[src/rtl/proj_param_pkg.sv]
// Project-wide sizing parameters shared by chip-level blocks.
//   PROJ_GPIO : number of GPIO pads on the chip
package proj_param_pkg;

  localparam int unsigned PROJ_GPIO = 8;

endpackage

[src/rtl/verilab_chip_gpio_pkg.sv]
// Shared types and sizing helpers for the GPIO edge-capture block.
//   gpio_cap_state_e : clear-handshake FSM states
//   cnt_width()      : bits needed to hold a count of 0..max_count
//   init_cycles()    : cycles spent in INIT before the debounce logic takes over
package verilab_chip_gpio_pkg;

  typedef enum logic [1:0] {
    INIT,
    IDLE,
    ACK
  } gpio_cap_state_e;

  localparam int unsigned SYNC_STAGES_DEFAULT     = 2;
  localparam int unsigned DEBOUNCE_CYCLES_DEFAULT = 4;
  localparam int unsigned INIT_CYCLES = SYNC_STAGES_DEFAULT + DEBOUNCE_CYCLES_DEFAULT;

  function automatic int unsigned cnt_width(int unsigned max_count);
    return (max_count < 1) ? 1 : $clog2(max_count + 1);
  endfunction

  function automatic int unsigned init_cycles(int unsigned sync_stages,
                                              int unsigned debounce_cycles);
    return sync_stages + debounce_cycles;
  endfunction

endpackage

[src/rtl/verilab_chip_gpio_debounce.sv]
// One GPIO bit: synchroniser chain, debounce counter and commit pulses.
//   clk_i    : clock
//   rst_i    : asynchronous active-high reset
//   gpio_i   : raw pad input, asynchronous to clk_i
//   bypass_i : while high, filt_o follows the synchronised input with no debounce
//   filt_o   : debounced level
//   rise_o   : one-cycle pulse, high in the cycle filt_o commits 0->1
//   fall_o   : one-cycle pulse, high in the cycle filt_o commits 1->0
module verilab_chip_gpio_debounce
  import verilab_chip_gpio_pkg::*;
#(
  parameter int unsigned SyncStages     = 2,
  parameter int unsigned DebounceCycles = 4
) (
  input  logic clk_i,
  input  logic rst_i,
  input  logic gpio_i,
  input  logic bypass_i,
  output logic filt_o,
  output logic rise_o,
  output logic fall_o
);

  localparam int unsigned CntW = cnt_width(DebounceCycles);
  localparam logic [CntW-1:0] CntMax = CntW'(DebounceCycles - 1);

  logic [SyncStages-1:0] sync_q;
  logic                  sync;
  logic                  filt_q, filt_d;
  logic [CntW-1:0]       cnt_q, cnt_d;

  assign sync = sync_q[SyncStages-1];

  always_comb begin
    filt_d = filt_q;
    cnt_d  = cnt_q;
    rise_o = 1'b0;
    fall_o = 1'b0;
    if (bypass_i) begin
      filt_d = sync;
      cnt_d  = '0;
    end else if (sync == filt_q) begin
      cnt_d = '0;
    end else if (cnt_q == CntMax) begin
      // Input has differed for DebounceCycles consecutive cycles: commit.
      filt_d = sync;
      cnt_d  = '0;
      rise_o = sync;
      fall_o = ~sync;
    end else begin
      cnt_d = cnt_q + CntW'(1);
    end
  end

  always_ff @(posedge clk_i or posedge rst_i) begin
    if (rst_i) begin
      sync_q <= '0;
      filt_q <= 1'b0;
      cnt_q  <= '0;
    end else begin
      sync_q <= {sync_q[SyncStages-2:0], gpio_i};
      filt_q <= filt_d;
      cnt_q  <= cnt_d;
    end
  end

  assign filt_o = filt_q;

endmodule

[src/rtl/verilab_chip_gpio_edge_capture.sv]
// GPIO input stage: per-pin synchronise + debounce, sticky rise/fall capture,
// level interrupt, and a valid/ready port for firmware to clear captured bits.
//   clk, rst          : clock, asynchronous active-high reset
//   gpio_in           : raw pad inputs
//   rise_en, fall_en  : per-bit capture enables, sampled on the commit cycle
//   clr_valid/ready   : clear handshake; clr_mask sampled on acceptance
//   gpio_filt         : debounced pin levels
//   status            : sticky edge-capture bits
//   irq               : OR of status
module verilab_chip_gpio_edge_capture
  import verilab_chip_gpio_pkg::*;
#(
  parameter int unsigned GPIO            = proj_param_pkg::PROJ_GPIO,
  parameter int unsigned SYNC_STAGES     = SYNC_STAGES_DEFAULT,
  parameter int unsigned DEBOUNCE_CYCLES = DEBOUNCE_CYCLES_DEFAULT
) (
  input  logic            clk,
  input  logic            rst,
  input  logic [GPIO-1:0] gpio_in,
  input  logic [GPIO-1:0] rise_en,
  input  logic [GPIO-1:0] fall_en,
  input  logic            clr_valid,
  input  logic [GPIO-1:0] clr_mask,
  output logic            clr_ready,
  output logic [GPIO-1:0] gpio_filt,
  output logic [GPIO-1:0] status,
  output logic            irq
);

  localparam int unsigned InitCycles = init_cycles(SYNC_STAGES, DEBOUNCE_CYCLES);
  localparam int unsigned InitW      = cnt_width(InitCycles);
  localparam logic [InitW-1:0] InitMax = InitW'(InitCycles - 1);

  gpio_cap_state_e   state_q;
  logic [InitW-1:0]  init_cnt_q;
  logic              clr_ready_q;
  logic [GPIO-1:0]   rise, fall, set;
  logic [GPIO-1:0]   status_q, status_d;
  logic              bypass;
  logic              clr_accept;

  // During INIT the filters track their inputs directly so pins already high
  // at reset release settle without being reported as edges.
  assign bypass = (state_q == INIT);

  for (genvar i = 0; i < GPIO; i++) begin : g_bit
    verilab_chip_gpio_debounce #(
      .SyncStages    (SYNC_STAGES),
      .DebounceCycles(DEBOUNCE_CYCLES)
    ) u_debounce (
      .clk_i   (clk),
      .rst_i   (rst),
      .gpio_i  (gpio_in[i]),
      .bypass_i(bypass),
      .filt_o  (gpio_filt[i]),
      .rise_o  (rise[i]),
      .fall_o  (fall[i])
    );
  end

  assign clr_accept = clr_valid && clr_ready_q;
  assign set        = (rise & rise_en) | (fall & fall_en);

  always_ff @(posedge clk or posedge rst) begin
    if (rst) begin
      state_q     <= INIT;
      init_cnt_q  <= '0;
      clr_ready_q <= 1'b0;
    end else begin
      case (state_q)
        INIT: begin
          if (init_cnt_q == InitMax) begin
            state_q     <= IDLE;
            clr_ready_q <= 1'b1;
          end else begin
            init_cnt_q <= init_cnt_q + InitW'(1);
          end
        end
        IDLE: begin
          if (clr_valid) begin
            state_q     <= ACK;
            clr_ready_q <= 1'b0;
          end
        end
        ACK: begin
          state_q     <= IDLE;
          clr_ready_q <= 1'b1;
        end
        default: begin
          state_q     <= INIT;
          clr_ready_q <= 1'b0;
        end
      endcase
    end
  end

  // Clear is applied before the set so a same-cycle commit keeps its bit.
  always_comb begin
    status_d = status_q;
    if (!bypass) begin
      if (clr_accept) begin
        status_d = status_d & ~clr_mask;
      end
      status_d = status_d | set;
    end
  end

  always_ff @(posedge clk or posedge rst) begin
    if (rst) begin
      status_q <= '0;
    end else begin
      status_q <= status_d;
    end
  end

  assign status    = status_q;
  assign irq       = |status_q;
  assign clr_ready = clr_ready_q;

endmodule

[config.mk]
export PLATFORM = sky130hd
export DESIGN_NAME = verilab_chip_gpio_edge_capture
export DESIGN_NICKNAME = d
export VERILOG_FILES = /design/src/rtl/proj_param_pkg.sv /design/src/rtl/verilab_chip_gpio_pkg.sv /design/src/rtl/verilab_chip_gpio_debounce.sv /design/src/rtl/verilab_chip_gpio_edge_capture.sv
export SDC_FILE = /design/constraint.sdc
export NUM_CORES = 1
export LEC_CHECK = 0
export BUFFER_PORTS_ARGS = -buffer_cell sky130_fd_sc_hd__buf_2
export CAP_MARGIN = 10
export CORE_MARGIN = 1.5
export CORE_UTILIZATION = 55
export CTS_CLUSTER_SIZE = 20
export DETAILED_ROUTE_END_ITERATION = 12
export GPL_TIMING_DRIVEN = 0
export HOLD_SLACK_MARGIN = 0.05
export PLACE_DENSITY = 0.88
export SYNTH_ARGS = -nofsm -noshare
export SYNTH_HDL_FRONTEND = slang
export SYNTH_SLANG_ARGS = --single-unit
[constraint.sdc]
create_clock -name clk -period 3 [get_ports clk]
set_input_delay 0.3 -clock clk [delete_from_list [all_inputs] [get_ports clk]]
set_output_delay 0.3 -clock clk [all_outputs]
set_load 0.005 [all_outputs]
==> metrics.txt <==
die height 72.1 um; Initial Utilization around three fifths; register area share after synthesis 59.1%; # IOs 53; later-pin clock latency in the skew report 0.33 ns; post-CTS resize count 0; routed vias 1700; Yosys top cell by area dfrtp_1; clock sink count 62; Via density 5.28; CTS tree built; R2R Path Start g_bit[0].u_debounce.cnt_q[0]; CP Launch Type register; vias in the first global route ~1800; setup tns final 0 ns; Fin Hold WS 0.0748 ns; H-Tree Level Count 3; die area approximately 0.0052 mm^2; GPL Wtd Cong 0.768; root buf cell clkbuf_8; crit path capture type output port; unrepaired setup endpoints after global routing no; Syn-to-layout area delta 22.8%; asr flop ratio synth 100%; setup ws final 1.34 ns; Finished Layout Cells 322; worst endpoint required time around 2.7 ns; DR iter-0 viols 85; antenna violations before repair 0; clock slew at reported path FFs ~0.070 ns; commonest cells in the netlist dfrtp_1, nand2_1, mux2_2; fraction of layout cells with a size suffix above 1 43.3%; Setup violations, final 0; first-pass GRT wire length 8140 um; drt drc 0; CTS max path bufs 2; Slew Limit Fails 0; r2r setup slk 1.61 ns; largest net degree at the start of global routing 43; nets 310; ant diodes 0; WP data arrival 1.36 ns; Post-DRT Antenna Nets 0; synth top area cells dfrtp_1, mux2_2, nor3b_2, ha_1, xor2_1; syn nets 244; critical path peak fanout 3; Max Clock Freq between 600 and 700 MHz; Hold Violations, Final 0; WL final around 4800 um; DR WL/cell 14.8 um; post-synth cell types 29; Std-Cell Rows 24; post-route minimum period 1.66 ns; worst r2r path cells 4; worst min path class in2reg; Setup crit end irq; VDD IR max 0.000545 V; Worst Tran Pin Value 0.470 ns; CTS buffer count 9; Pwr Density 959 mW/mm^2; reg2reg end g_bit[0].u_debounce.filt_o; Tot GR Track Use 21.4%; placed cells 304; CP startpoint status[3]; pre-CTS setup slack around 1.6 ns; gate count of the mapped netlist around 200; EDFF count, synth 0; #FFs+latches synth between 60 and 70; status finished clean; Top FF cell, synth dfrtp_1; total core area 0.00447 mm^2; Ys Warns 0; hold path start gpio_in[5]; max-cap violations 0; DRT Pass-1 Iters 4; Port Buf Inserts 52; Tcrit/Tclk final 55.3%; static leakage 1.62 nW; die span in x 72.1 um; GRT overflow 0; DP Wirelength 3260 um; count leader, synth dfrtp_1; top-area cell type share of the netlist area 59.1%; Slew headroom between 60 and 70%; Clock Skew between 0.007 and 0.008 ns; Mapped Area 0.00263 mm^2; Setup CP Type reg2out; Synth Area per Inst between 10 and 15 um^2
[report_power, final]
group | switching, W | internal (W)
combinational | 0.000501 | 0.000523
clock | 0.000304 | 0.000535
sequential | 0.000172 | 0.00106
total | 0.000977 | 0.00212
[sequential cells by signal, indices dropped and copies added, names as in the netlist]
signal and flops:
g_bit.u_debounce.filt_o 8, status 8, init_cnt_q 3, g_bit.u_debounce.sync_q 16, state_q 2, g_bit.u_debounce.cnt_q 24, clr_ready 1
[layout by cell type, fill, tap and decap left out, drive strengths merged, types with 3 or more instances in the layout]
cell type	n
nand2	27
o2bb2ai	8
ha	10
and3	3
nor3	8
a21oi	3
xor2	9
dfrtp	62
and2b	8
clkbuf	13
nor2	9
buf	63
nor3b	13
mux2	16
[critical path, stage by stage, from the launching register on]
cell and delay (ns):
dfrtp_1 0.41, nor4_1 0.35, nand2_1 0.12, buf_2 0.15
[logic make-up after synthesis]
| family | synth area share [%] |
|---|---|
| XOR/XNOR | 3.00 |
| flip-flops | 59.1 |
| buffers and inverters | 3.43 |
| AND/OR/NAND/NOR | 17.8 |
| adder cells (fa/ha/maj) | 4.76 |
| multiplexers | 7.24 |
| AO/OA/AOI/OAI | 4.67 |
[per-layer routing]
metal  GRT usage (%)  vias to the layer above  share of wire (%)
li1                -                      811                  -
met5               0                        -                  0
met4            9.85                        0                1.3
met3            6.94                        6                4.7
met1            28.3                      832                 46
met2            32.3                       51                 48
[worst min path at each step]
stage                                     to  cells past startpoint
4_1_cts        g_bit[1].u_debounce.sync_q[0]                      1
6_report       g_bit[5].u_debounce.sync_q[0]                      1
2_1_floorplan  g_bit[0].u_debounce.sync_q[1]                      0
3_5_place_dp   g_bit[1].u_debounce.sync_q[0]                      2
5_1_grt        g_bit[5].u_debounce.sync_q[0]                      1
3_3_place_gp   g_bit[4].u_debounce.sync_q[1]                      0
[timing repair]
action,4_1_cts,5_1_grt
hold buffers,1,1
setup buffers,0,0
hold endpoints to repair,20,1
[through the flow]
stage	util [%]	area (um^2)	power [W]
final	72.1	3230	0.00309
after global routing	72.1	3230	0.00329
after CTS	71.9	3220	0.00312
after detailed placement	66.4	2970	0.00225
after global placement	66.0	2950	0.00220
after floorplan	-	2630	0.00192
[area by class of cell]
| cell class | count | area (um^2) |
|---|---|---|
| Fill cell | 293 | 1250 |
| Clock buffer | 13 | 169 |
| Tap cell | 52 | 65.1 |
| Timing Repair Buffer | 55 | 300 |
| Sequential cell | 62 | 1550 |
| Inverter | 2 | 7.51 |
| Buffer | 10 | 82.6 |
| Multi-Input combinational cell | 125 | 985 |
| Clock inverter | 3 | 65.1 |
(Power assumes the default switching activity.)
